**src/rtl/shift_add_mult.sv**
```systemverilog
// rtl/shift_add_mult.sv - sequential unsigned shift-and-add multiplier
//
// Purpose : WIDTH x WIDTH unsigned multiplier, one partial-product step per
//           clock, with a start/busy/done handshake. The multiplicand is
//           accumulated into the upper half of the partial product through
//           a carry-lookahead adder (shift_add_mult_cla).
// Ports   : clk     - rising-edge clock
//           rst_n   - asynchronous active-low reset
//           start   - request, sampled only in IDLE or DONE
//           a, b    - multiplicand / multiplier, captured on accepted start
//           busy    - high in every CALC cycle
//           done    - one-cycle pulse, product valid
//           product - 2*WIDTH result, held until the next result or reset
// Option  : SHIFT_ADD_MULT_EARLY_TERM_EN - finish as soon as the remaining
//           multiplier bits are all zero.

module shift_add_mult_cla #(
   parameter int WIDTH = 16
) (
   input  logic [WIDTH-1:0] a_i,
   input  logic [WIDTH-1:0] b_i,
   input  logic             cin_i,
   output logic [WIDTH-1:0] sum_o,
   output logic             cout_o
);
   logic [WIDTH-1:0] g;
   logic [WIDTH-1:0] p;
   logic [WIDTH:0]   c;

   assign g = a_i & b_i;
   assign p = a_i ^ b_i;

   // 4-bit lookahead groups; the group carry-in ripples between groups.
   always_comb begin
      c    = '0;
      c[0] = cin_i;
      for (int k = 0; k < WIDTH / 4; k++) begin
         c[4*k+1] = g[4*k] | (p[4*k] & c[4*k]);
         c[4*k+2] = g[4*k+1] | (p[4*k+1] & g[4*k])
                  | (p[4*k+1] & p[4*k] & c[4*k]);
         c[4*k+3] = g[4*k+2] | (p[4*k+2] & g[4*k+1])
                  | (p[4*k+2] & p[4*k+1] & g[4*k])
                  | (p[4*k+2] & p[4*k+1] & p[4*k] & c[4*k]);
         c[4*k+4] = g[4*k+3] | (p[4*k+3] & g[4*k+2])
                  | (p[4*k+3] & p[4*k+2] & g[4*k+1])
                  | (p[4*k+3] & p[4*k+2] & p[4*k+1] & g[4*k])
                  | (p[4*k+3] & p[4*k+2] & p[4*k+1] & p[4*k] & c[4*k]);
      end
   end

   assign sum_o  = p ^ c[WIDTH-1:0];
   assign cout_o = c[WIDTH];
endmodule

module shift_add_mult #(
   parameter int WIDTH = 16,
   parameter int CNT_W = 5
) (
   input  logic               clk,
   input  logic               rst_n,
   input  logic               start,
   input  logic [WIDTH-1:0]   a,
   input  logic [WIDTH-1:0]   b,
   output logic               busy,
   output logic               done,
   output logic [2*WIDTH-1:0] product
);
   typedef enum logic [1:0] {
      IDLE = 2'd0,
      CALC = 2'd1,
      DONE = 2'd2
   } state_t;

   localparam logic [CNT_W-1:0] LAST = CNT_W'(WIDTH - 1);

   state_t             state_q;
   logic [WIDTH-1:0]   mcand_q;
   logic [2*WIDTH-1:0] p_q;
   logic [2*WIDTH-1:0] p_d;
   logic [CNT_W-1:0]   cnt_q;
   logic [2*WIDTH-1:0] product_q;
   logic               busy_q;
   logic               done_q;
   logic               last_d;
   logic [WIDTH-1:0]   add_s;
   logic               add_c;
   logic [2*WIDTH-1:0] step;

`ifdef SHIFT_ADD_MULT_EARLY_TERM_EN
   logic [WIDTH-1:0]   shadow_q;
   logic [WIDTH-1:0]   shadow_d;
`endif

   shift_add_mult_cla #(.WIDTH(WIDTH)) u_cla (
      .a_i   (p_q[2*WIDTH-1:WIDTH]),
      .b_i   (mcand_q),
      .cin_i (1'b0),
      .sum_o (add_s),
      .cout_o(add_c)
   );

   // One multiplier bit per step; the adder carry becomes the new top bit.
   assign step = p_q[0] ? {add_c, add_s, p_q[WIDTH-1:1]} : {1'b0, p_q[2*WIDTH-1:1]};

   always_comb begin
      p_d    = step;
      last_d = (cnt_q == LAST);
`ifdef SHIFT_ADD_MULT_EARLY_TERM_EN
      shadow_d = shadow_q >> 1;
      // No multiplier bits left: the remaining steps are pure shifts.
      if (shadow_d == '0) begin
         p_d    = step >> (LAST - cnt_q);
         last_d = 1'b1;
      end
`endif
   end

   always_ff @(posedge clk or negedge rst_n) begin
      if (!rst_n) begin
         state_q   <= IDLE;
         mcand_q   <= '0;
         p_q       <= '0;
         cnt_q     <= '0;
         product_q <= '0;
         busy_q    <= 1'b0;
         done_q    <= 1'b0;
`ifdef SHIFT_ADD_MULT_EARLY_TERM_EN
         shadow_q  <= '0;
`endif
      end else begin
         done_q <= 1'b0;
         case (state_q)
            IDLE, DONE: begin
               if (start) begin
                  mcand_q  <= a;
                  p_q      <= {{WIDTH{1'b0}}, b};
                  cnt_q    <= '0;
                  busy_q   <= 1'b1;
                  state_q  <= CALC;
`ifdef SHIFT_ADD_MULT_EARLY_TERM_EN
                  shadow_q <= b;
`endif
               end else begin
                  state_q <= IDLE;
               end
            end
            CALC: begin
               p_q   <= p_d;
               cnt_q <= cnt_q + CNT_W'(1);
`ifdef SHIFT_ADD_MULT_EARLY_TERM_EN
               shadow_q <= shadow_d;
`endif
               if (last_d) begin
                  product_q <= p_d;
                  busy_q    <= 1'b0;
                  done_q    <= 1'b1;
                  state_q   <= DONE;
               end
            end
            default: begin
               busy_q  <= 1'b0;
               state_q <= IDLE;
            end
         endcase
      end
   end

   assign busy    = busy_q;
   assign done    = done_q;
   assign product = product_q;
endmodule

```
**config.mk**
```make
export PLATFORM = sky130hd
export DESIGN_NAME = shift_add_mult
export DESIGN_NICKNAME = d
export VERILOG_FILES = /design/src/rtl/shift_add_mult.sv
export SDC_FILE = /design/constraint.sdc
export NUM_CORES = 1
export LEC_CHECK = 0
export ABC_AREA = 1
export CAP_MARGIN = 20
export CORE_ASPECT_RATIO = 1.1
export CORE_MARGIN = 5
export CORE_UTILIZATION = 45
export CTS_CLUSTER_DIAMETER = 150
export CTS_CLUSTER_SIZE = 10
export DETAILED_ROUTE_END_ITERATION = 10
export MAX_ROUTING_LAYER = met4
export PLACE_DENSITY = 0.69
export RECOVER_POWER = 50
export REMOVE_ABC_BUFFERS = 1
export SYNTH_ARGS = -nofsm -noshare
export SYNTH_HDL_FRONTEND = slang
export SYNTH_SLANG_ARGS = --single-unit
```
**constraint.sdc**
```tcl
create_clock -name clk -period 4.2 [get_ports clk]
set_clock_uncertainty 0.2 [all_clocks]
set_input_delay 0.63 -clock clk [delete_from_list [all_inputs] [get_ports clk]]
set_output_delay 0.63 -clock clk [all_outputs]
set_load 0.05 [all_outputs]
```
# After elaboration in Yosys (flattened, before gate mapping)
# Cells that the tools add are included.
word_totals:
  reg_bits: 89
  wordCells: 129
  out_inout_bits: 34
  input_bits: 35
op_classes:
  muxes: 13
  eq_ne: 5
  n_reduce_logical: 7
  add_sub_neg: 1
  bitwise: 96
op_table:
  columns: ["op", "count"]
  rows:
  - ["$mux 32", 2]
  - ["$pmux 32 s2", 1]
  - ["$and 1x1->1", 57]
  - ["$or 1x1->1", 36]
  - ["$xor 16x16->16", 2]
  - ["$and 16x16->16", 1]
  - ["$pmux 5 s2", 1]
  - ["$reduce_and 2->1", 4]
  - ["$add 5x1->5 const B", 1]
  - ["$eq 5x4->1 const B", 1]
  - ["$mux 1", 5]
  - ["$mux 5", 1]
  - ["$ne 2x2->1 const B", 2]
  - ["$pmux 2 s2", 1]
  - ["$eq 2x1->1 const B", 1]
  - ["$eq 2x2->1 const B", 1]
  - ["$logic_not 2->1", 1]
  - ["$mux 2", 1]
  - ["$pmux 1 s2", 1]
  - ["$reduce_bool 2->1", 1]
  - ["$reduce_or 2->1", 1]

# Logic depth before layout (Yosys ltp)
# Gate-level depths: netlist (run 1).
logic_depth:
  depth_word: 14
  mapped_depth: 15
  ltp_nobuf: 15

# Hierarchy
# Synthesis (run 1) repeated with hierarchy kept, for this count alone.
unflattened:
  hier_cells: 568
  hier_area_um2: 4471.8
modules_own_cells:
  columns: ["mod", "instances", "area_per_inst_um2", "cells_per_inst", "seq_area_each_um2"]
  rows:
  - ["shift_add_mult", 1, 3754.9, 465, 2227.1]
  - ["shift_add_mult_cla", 1, 716.9, 103, 0.0]

# Worst setup path after synthesis (run 1)
# OpenSTA, ideal clock, no wires.
synth_path:
  kind: "register -> register"
  from: "register mcand_q[3]"
  to: "register p_q[28]"
  arrival_ps: 2005
  period_less_slack_ps: 2346
  t_required_ps: 3859
  path_buffers: 0
  slack_ps: 1854
  setup_ps: 141
  stages_incl_launch_ff: 14
  path_cell_list: "dfrtp_1 ha_1 or2_0 nand2_1 nand2_2 nand2_1 nand2_2 nand2_2 nand2_4 fa_1 xnor2_1 nand2_1 o21ai_0 o22ai_1"
synth_via:
  elab_chain_len: 14
  elab_cells_between_ends: 19
  classes_between: "mux (2); bitwise (17)"
synth_rtl:
  columns: ["element", "line", "text"]
  rows:
  - ["from (decl)", "77", "logic [WIDTH-1:0] mcand_q;"]
  - ["from (signal assigned)", "121", "mcand_q <= '0;"]
  - ["from (signal assigned)", "135", "mcand_q <= a;"]
  - ["$xor 16x16->16", "31", "assign p = a_i ^ b_i;"]
  - ["$and 1x1->1, on equally long branches", "44, 45, 46", null]
  - ["$or 1x1->1 (tied with other cells)", "44", "c[4*k+4] = g[4*k+3] | (p[4*k+3] & g[4*k+2])"]
  - ["$or 1x1->1 or $and 1x1->1 (tied branches)", "45, 46", null]
  - ["$or 1x1->1 (*)", "46", "| (p[4*k+3] & p[4*k+2] & p[4*k+1] & g[4*k])"]
  - ["$and 1x1->1 (*)", "47", "| (p[4*k+3] & p[4*k+2] & p[4*k+1] & p[4*k] & c[4*k]);"]
  - ["$or 1x1->1 (*)", "47", null]
  - ["$and 1x1->1 (*)", "47", null]
  - ["$or 1x1->1 (*)", "47", null]
  - ["$and 1x1->1 (*)", "38", "c[4*k+1] = g[4*k] | (p[4*k] & c[4*k]);"]
  - ["$or 1x1->1 (*)", "38", null]
  - ["$xor 16x16->16 (*)", "51", "assign sum_o = p ^ c[WIDTH-1:0];"]
  - ["$mux 32 (*)", "103", "assign step = p_q[0] ? {add_c, add_s, p_q[WIDTH-1:1]} : {1'b0, p_q[2*WIDTH-1:1]};"]
  - ["$pmux 32 s2 (*)", "132", "case (state_q)"]
  - ["to (signal assigned)", "136", "p_q <= {{WIDTH{1'b0}}, b};"]
  - ["to (signal assigned)", "148", "p_q <= p_d;"]
  - ["to (decl)", "78", "logic [2*WIDTH-1:0] p_q;"]
# Every way passes the cells marked *; elsewhere a longest branch is shown, timed or not.
# A chain may end at the register's enable or synchronous reset.

# Final worst setup path (run 1)
layout_path:
  from: "register state_q[0]"
  to: "register p_q[15]"
layout_via:
  elab_chain_len: 4
  elab_cells_between_ends: 8
  classes_between: "eq/ne (3); mux (1); reduce/logical (4)"
layout_rtl:
  columns: ["element", "line", "text"]
  rows:
  - ["from (decl)", "76", "state_t state_q;"]
  - ["from (signal assigned)", "120", "state_q <= IDLE;"]
  - ["from (signal assigned)", "139", "state_q <= CALC;"]
  - ["from (signal assigned)", "144", "state_q <= IDLE;"]
  - ["$eq 2x2->1 or $logic_not 2->1 (tied branches)", "132", null]
  - ["$reduce_or 2->1", "132", null]
  - ["$ne 2x2->1 (no source line) or $reduce_bool 2->1 (tied branches)", null, null]
  - ["$reduce_and 2->1 (no source line)", null, null]
# Several ways; a longest one is shown, not always the timed one.

==> results of run 1 <==
per-stage QoR:
stage | instances | util | hold WS (ns) | worst slack [ns]
after global placement | 623 | 0.540 | 0.258 | 1.22
after detailed placement | 623 | 0.540 | 0.268 | 1.14
after floorplan | 435 | - | 0.134 | 1.78
after CTS | 639 | 0.559 | 0.211 | 1.51
final | 639 | 0.558 | 0.286 | 1.09
after global routing | 639 | 0.558 | 0.314 | 0.885
placed cells by master, fill, tap and decap left out, types with 4 or more instances in the layout:
cell type        Yosys  routed
a21oi_1             13      13
clkbuf_8             0       9
clkdlybuf4s50_1      0      66
dfrtp_1             89      89
fa_1                 4       4
ha_1                18      18
inv_1               46      47
mux2_2              13      13
nand2_1             98      98
nand2_2              6       6
nand3_1             34      34
nor2_1              18      18
o21ai_0             27      27
o21ai_1             13      13
o221ai_1            15      15
o22ai_1             10      10
xnor2_1              5       5
Yosys cell counts (2+ instances only):
master	count	area, µm²
a21oi_1	13	65.1
o21ai_0	27	135
mux2_2	13	146
o211ai_1	2	15.0
buf_4	2	15.0
inv_2	3	11.3
o221ai_1	15	131
nand2_4	2	22.5
nand3_2	2	20.0
buf_2	13	65.1
inv_1	46	173
nand3_1	34	170
dfrtp_1	89	2230
nand2_1	98	368
nand4_1	2	12.5
nor2_1	18	67.6
nand2_2	6	37.5
ha_1	18	225
xor2_1	2	17.5
o22ai_1	10	62.6
fa_1	4	80.1
clkbuf_1	5	18.8
o21ai_1	13	65.1
xnor2_1	5	43.8
kinds of logic (layout without fill, tap and decap cells):
logic type	Yosys count	in the layout	synth area share
adders and majority gates	22	22	0.0709
muxes	13	13	0.0340
xor gates and xnor gates	7	7	0.0142
and+or+nand+nor	168	168	0.176
DFF	89	89	0.517
AOI/OAI and AO/OA	86	86	0.121
buffers and inverters	71	137	0.0674
final cells by class:
| class | count | share of cell area |
|---|---|---|
| inverter | 50 | 0.0359 |
| sequential | 89 | 0.426 |
| timing repair buffer | 71 | 0.133 |
| clock buffer | 9 | 0.0237 |
| multi-input combinational | 296 | 0.343 |
| clock inverter | 7 | 0.0101 |
| tap | 117 | 0.0280 |
state kept, by name (all words and copies together), names as in the netlist:
signal and cells:
p_q 32, cnt_q 5, product 32, state_q 2
mcand_q 16, done 1, busy 1
power by group:
| group | total (mW) | switching [mW] | leakage [nW] | internal, mW |
|---|---|---|---|---|
| clock | 0.537 | 0.318 | 0.0900 | 0.219 |
| sequential | 1.53 | 0.253 | 1.07 | 1.27 |
| combinational | 2.80 | 1.75 | 1.33 | 1.04 |
| total | 4.86 | 2.32 | 2.49 | 2.54 |
worst paths after layout:
path | from | end | slack (ns) | depth (start not counted)
min in group asynchronous | rst_n | product[5]$_DFFE_PN0P_ | 0.54 | 1
max | state_q[0]$_DFFE_PN0P_ | p_q[15]$_DFFE_PN0P_ | 1.09 | 7
max in group asynchronous | rst_n | product[29]$_DFFE_PN0P_ | 1.64 | 2
min | cnt_q[3]$_DFFE_PN0P_ | cnt_q[3]$_DFFE_PN0P_ | 0.29 | 1
max reg2reg | state_q[0]$_DFFE_PN0P_ | p_q[15]$_DFFE_PN0P_ | 1.09 | 7
min reg2reg | cnt_q[3]$_DFFE_PN0P_ | cnt_q[3]$_DFFE_PN0P_ | 0.29 | 1
routing by layer:
| metal | vias to the layer above | routed length (µm) |
|---|---|---|
| met5 | - | 0 |
| met4 | 0 | 184 |
| met3 | 15 | 327 |
| met2 | 69 | 4440 |
| met1 | 1608 | 4330 |
| li1 | 1649 | - |
==> impl_metrics.env, run 1 <==
export IMPL_portBuffers=68
export IMPL_routed_wl_mm=9.28
export IMPL_tightest_slew_ns=1.79
export IMPL_dr_total_vias=3341
export IMPL_clk_pin_slew_ns=0.10
export IMPL_min_period_over_period=0.740
export IMPL_drive_above_1_share=0.0939
export IMPL_dr_first_iter_drc_count=139
export IMPL_wl_per_cell_um=14.5
export IMPL_status="finished, violations left"
export IMPL_p_leak_nw=2.49
export IMPL_synth_enable_flop_cells=0
export IMPL_hpwl_mm=6.45
export IMPL_gp_congestion=0.831
export IMPL_totalPowerFinal_mw=4.86
export IMPL_fin_crit_ns=3.11
export IMPL_grt_pass1_vias=3208
export IMPL_cts_hold_buf=0
export IMPL_fmax_mhz=322
export IMPL_post_cts_resized=0
export IMPL_avgViaCountPerCell=5.23
export IMPL_hold_path_class="reg2reg"
export IMPL_clkSinkCount=89
export IMPL_synth_area_per_cell_um2=9.45
export IMPL_cts_setup_buffers=0
export IMPL_dr_pass1_iters=4
export IMPL_crit_fanout=30
export IMPL_die_y_um=113
export IMPL_grt_ovfl_total=0
export IMPL_crit_family="buffers and inverters"
export IMPL_num_rows=37
export IMPL_drv_slew=74
export IMPL_busiest_layer="met2"
export IMPL_htreeDepth=3
export IMPL_syn_inst=456
export IMPL_core_area_um2=9350
export IMPL_postLayoutCellArea_um2=5220
export IMPL_grt_first_pass_wirelength_mm=15.4
export IMPL_critPathArrivalTime_ns=3.16
export IMPL_antenna_cells=0
export IMPL_use_met3=0.0230
export IMPL_grt_max_degree=74
export IMPL_crit_chain="inv_2, nor2_4, inv_1, nand2_1, buf_4, o21ai_0, o22ai_1"
export IMPL_syn_to_final_growth_pct=21.2
export IMPL_synth_seq_area_share=0.517
export IMPL_fin_nets=574
export IMPL_io_pins=69
export IMPL_place_area_um2=5050
export IMPL_use_met2=0.258
export IMPL_relSlewSlack=-0.194
export IMPL_antenna_left=0
export IMPL_start_util=0.461
export IMPL_ys_ff_latch=89
export IMPL_cts_root_buffer="clkbuf_8"
export IMPL_multiInputGateArea_um2=1790
export IMPL_crit_type="reg2reg"
export IMPL_synth_area_um2=4310
export IMPL_antenna_found_initial=0
export IMPL_setup_violations=0
export IMPL_violations="max-capacitance violations, max-slew violations"
export IMPL_setup_tns_ns=0
export IMPL_power_density_nw_per_um2=931
export IMPL_async_reset_ff_frac=1.00
export IMPL_grt_use_met1=0.237
export IMPL_die_w_um=103
export IMPL_critPathSlowestCell="inv_1"
export IMPL_regArea_um2=2230
export IMPL_die_area_um2=11600
export IMPL_cp_slowest_stage_delay_ns=0.82
export IMPL_fillers=861
export IMPL_numCtsBuffers=9
export IMPL_cts_tree="done"
export IMPL_end_kind="flop"
export IMPL_ys_dominant_reg_cell="dfrtp_1"
export IMPL_worstPathRequired_ns=4.25
export IMPL_clockBufferDepth=2
export IMPL_gr_usage_all_layers=0.173
export IMPL_clk_latency_ns=0.37
export IMPL_maxCapViolations=1
export IMPL_ir_drop_v=0.000331
export IMPL_route_detailed_drc=0
export IMPL_yosysWarnings=0
export IMPL_cp_num_buf_inv=3
export IMPL_synth_distinct_cells=38
export IMPL_rsz0062_at_grt="false"
export IMPL_hold_viol_final=0
export IMPL_critPathLaunchType="flop"
Note: power is estimated with default switching activity, not from simulation.
==> run 2: changes to the inputs <==
--- a/config.mk
+++ b/config.mk
@@ -14,7 +14,7 @@
 export CTS_CLUSTER_SIZE = 10
 export DETAILED_ROUTE_END_ITERATION = 10
 export MAX_ROUTING_LAYER = met4
-export PLACE_DENSITY = 0.69
+export PLACE_DENSITY = 0.72
 export RECOVER_POWER = 50
 export REMOVE_ABC_BUFFERS = 1
 export SYNTH_ARGS = -nofsm -noshare
==> constraint.sdc (replaced) <==
create_clock -name clk -period 2.85 [get_ports clk]
set_clock_uncertainty 0.2 [all_clocks]
set_input_delay 0.4275 -clock clk [delete_from_list [all_inputs] [get_ports clk]]
set_output_delay 0.4275 -clock clk [all_outputs]
set_load 0.05 [all_outputs]
==> run 2 against run 1 <==
The flow now finishes without violations. Fmax grew 23%. Via count is 1.1% higher. Total power grew 51%. Clock power up 66%. Non-clock buffer count grew 6. Critical endpoint is now p_q[28]$_DFFE_PN0P_. Sequential share of layout area down 0.70 points. Core utilization grew 0.94 points. Combinational power rose by 50%. Final cell count increased by 0.94%. Final area up 1.7%. Setup slack got worse by 0.78 ns. Hold slack got worse by 0.018 ns.
==> impl_metrics.env, run 2 (synthesized netlist as in run 1, its figures left out) <==
export IMPL_status="finished, final reports clean"
export IMPL_critPathLaunchType="flop"
export IMPL_r2r_slack_ns=0.32
export IMPL_cts_tree="done"
export IMPL_grt_pass1_vias=3426
export IMPL_crit_type="reg2reg"
export IMPL_crit_family="adder cells"
export IMPL_dr_pass1_iters=4
export IMPL_maxCapViolations=0
export IMPL_cp_slowest_stage_delay_ns=0.40
export IMPL_gr_usage_all_layers=0.183
export IMPL_post_cts_resized=0
export IMPL_hold_path_class="reg2reg"
export IMPL_drv_slew=0
export IMPL_cp_depth=13
export IMPL_end_kind="flop"
export IMPL_wl_per_cell_um=14.9
export IMPL_clkSinkCount=89
export IMPL_numCtsBuffers=9
export IMPL_start_util=0.461
export IMPL_tightest_slew_ns=1.32
export IMPL_ir_drop_v=0.000447
export IMPL_setup_tns_ns=0
export IMPL_relSlewSlack=0.119
export IMPL_mostFrequentLayoutCells="98 x nand2_1, 89 x dfrtp_1, 67 x clkdlybuf4s50_1"
export IMPL_core_area_um2=9350
export IMPL_dr_first_iter_drc_count=194
export IMPL_grt_ovfl_total=0
export IMPL_regArea_um2=2230
export IMPL_hold_viol_final=0
export IMPL_drive_above_1_share=0.102
export IMPL_die_y_um=113
export IMPL_worstPathRequired_ns=2.90
export IMPL_antenna_left=0
export IMPL_gp_congestion=0.893
export IMPL_placedCellCount=628
export IMPL_avgViaCountPerCell=5.24
export IMPL_cts_hold_buf=1
export IMPL_die_area_um2=11600
export IMPL_rsz0062_at_grt="false"
export IMPL_critPathSlowestCell="dfrtp_1"
export IMPL_cp_num_buf_inv=0
export IMPL_antenna_found_initial=0
export IMPL_portBuffers=68
export IMPL_syn_to_final_growth_pct=23.3
export IMPL_power_density_nw_per_um2=1380
export IMPL_cts_root_buffer="clkbuf_8"
export IMPL_setup_violations=0
export IMPL_clk_pin_slew_ns=0.09
export IMPL_min_period_over_period=0.889
export IMPL_fin_crit_ns=2.53
export IMPL_fin_nets=580
export IMPL_htreeDepth=3
export IMPL_antenna_cells=0
export IMPL_clockBufferDepth=2
export IMPL_grt_first_pass_wirelength_mm=16.4
export IMPL_num_rows=37
export IMPL_fmax_mhz=395
export IMPL_crit_chain="ha_1, or2_0, nand2_1, nand2_2, nand2_1, nand2_2, nand2_2, nand2_4, fa_1, xnor2_1, nand2_1, o21ai_0, o22ai_1"
export IMPL_hpwl_mm=6.75
export IMPL_p_leak_nw=2.54
export IMPL_io_pins=69
export IMPL_mostFrequentLayoutCell="nand2_1"
export IMPL_routed_wl_mm=9.64
export IMPL_multiInputGateArea_um2=1790
export IMPL_fillers=823
export IMPL_die_w_um=103
export IMPL_route_detailed_drc=0
export IMPL_final_cells=645
export IMPL_crit_fanout=3
export IMPL_grt_max_degree=54
export IMPL_holdPathStages=1
export IMPL_clk_latency_ns=0.37
export IMPL_dr_total_vias=3377
export IMPL_critPathArrivalTime_ns=2.58
export IMPL_cts_setup_buffers=0
export IMPL_r2r_cells=13
## run 2: cell types whose count changed in the layout (fill, tap and decap cells not counted)
| cell | change |
|---|---|
| clkdlybuf4s50_1 | +1 |
| clkinv_2 | -1 |
| inv_8 | +1 |
| inv_6 | -2 |
| clkbuf_4 | +1 |
| bufinv_16 | +1 |
| clkinv_4 | +1 |
| buf_4 | +3 |
| buf_12 | +1 |
## run 2: worst paths after layout
| check | startpoint | end |
|---|---|---|
| max in group asynchronous | rst_n | p_q[2]$_DFFE_PN0P_ |
| min reg2reg | cnt_q[3]$_DFFE_PN0P_ | cnt_q[3]$_DFFE_PN0P_ |
| max | mcand_q[3]$_DFFE_PN0P_ | p_q[28]$_DFFE_PN0P_ |
| max reg2reg | mcand_q[3]$_DFFE_PN0P_ | p_q[28]$_DFFE_PN0P_ |
| min in group asynchronous | rst_n | product[7]$_DFFE_PN0P_ |
| min | cnt_q[3]$_DFFE_PN0P_ | cnt_q[3]$_DFFE_PN0P_ |
## run 2: metrics by stage
stage	total power [mW]	hold slack (ns)	utilization	worst slack, ns	cell area, µm²
2_1_floorplan	5.26	-0.0681	-	0.445	4210
3_3_place_gp	6.30	0.215	0.547	0.394	5110
3_5_place_dp	6.48	0.224	0.547	0.329	5110
4_1_cts	7.39	0.273	0.570	0.317	5330
5_1_grt	7.97	0.298	0.568	0.122	5310
6_report	7.34	0.269	0.568	0.316	5310
## run 2: power by group
group,internal (mW),total (mW),switching (mW)
logic,1.59,4.20,2.62
registers,1.88,2.25,0.372
clock network,0.414,0.889,0.476
## run 2: metal layers
| metal | vias to the layer above | part of all wire | global-route usage |
|---|---|---|---|
| met3 | 9 | 0.035 | 0.0305 |
| met2 | 64 | 0.49 | 0.294 |
| met4 | 0 | 0.016 | 0.0648 |
| li1 | 1666 | - | - |
| met5 | - | 0 | - |
| met1 | 1638 | 0.46 | 0.233 |
## run 2: cell type report
class                   instances  area share
clock buffers                   9      0.0233
clock inverters                 7      0.0151
inverters                      50      0.0353
multi-input cells             296       0.337
flip-flops and latches         89       0.419
well taps                     117      0.0276
repair buffers                 77       0.142
## run 2: worst register-to-register path, delay by kind of cell (launching register included)
kind,cells,cell delay [ns]
fa+ha+maj,2,0.72
simple gates,8,0.71
flops,1,0.40
compound gates,2,0.21
xor+xnor,1,0.16
==> run 3: changes to the inputs <==
--- a/config.mk
+++ b/config.mk
@@ -13,6 +13,7 @@
 export CTS_CLUSTER_DIAMETER = 150
 export CTS_CLUSTER_SIZE = 10
 export DETAILED_ROUTE_END_ITERATION = 10
+export HOLD_SLACK_MARGIN = 0.03
 export MAX_ROUTING_LAYER = met4
 export PLACE_DENSITY = 0.72
 export RECOVER_POWER = 50
==> results of run 3 <==
The final DEF is identical to that of run 2; final timing and power are the same.
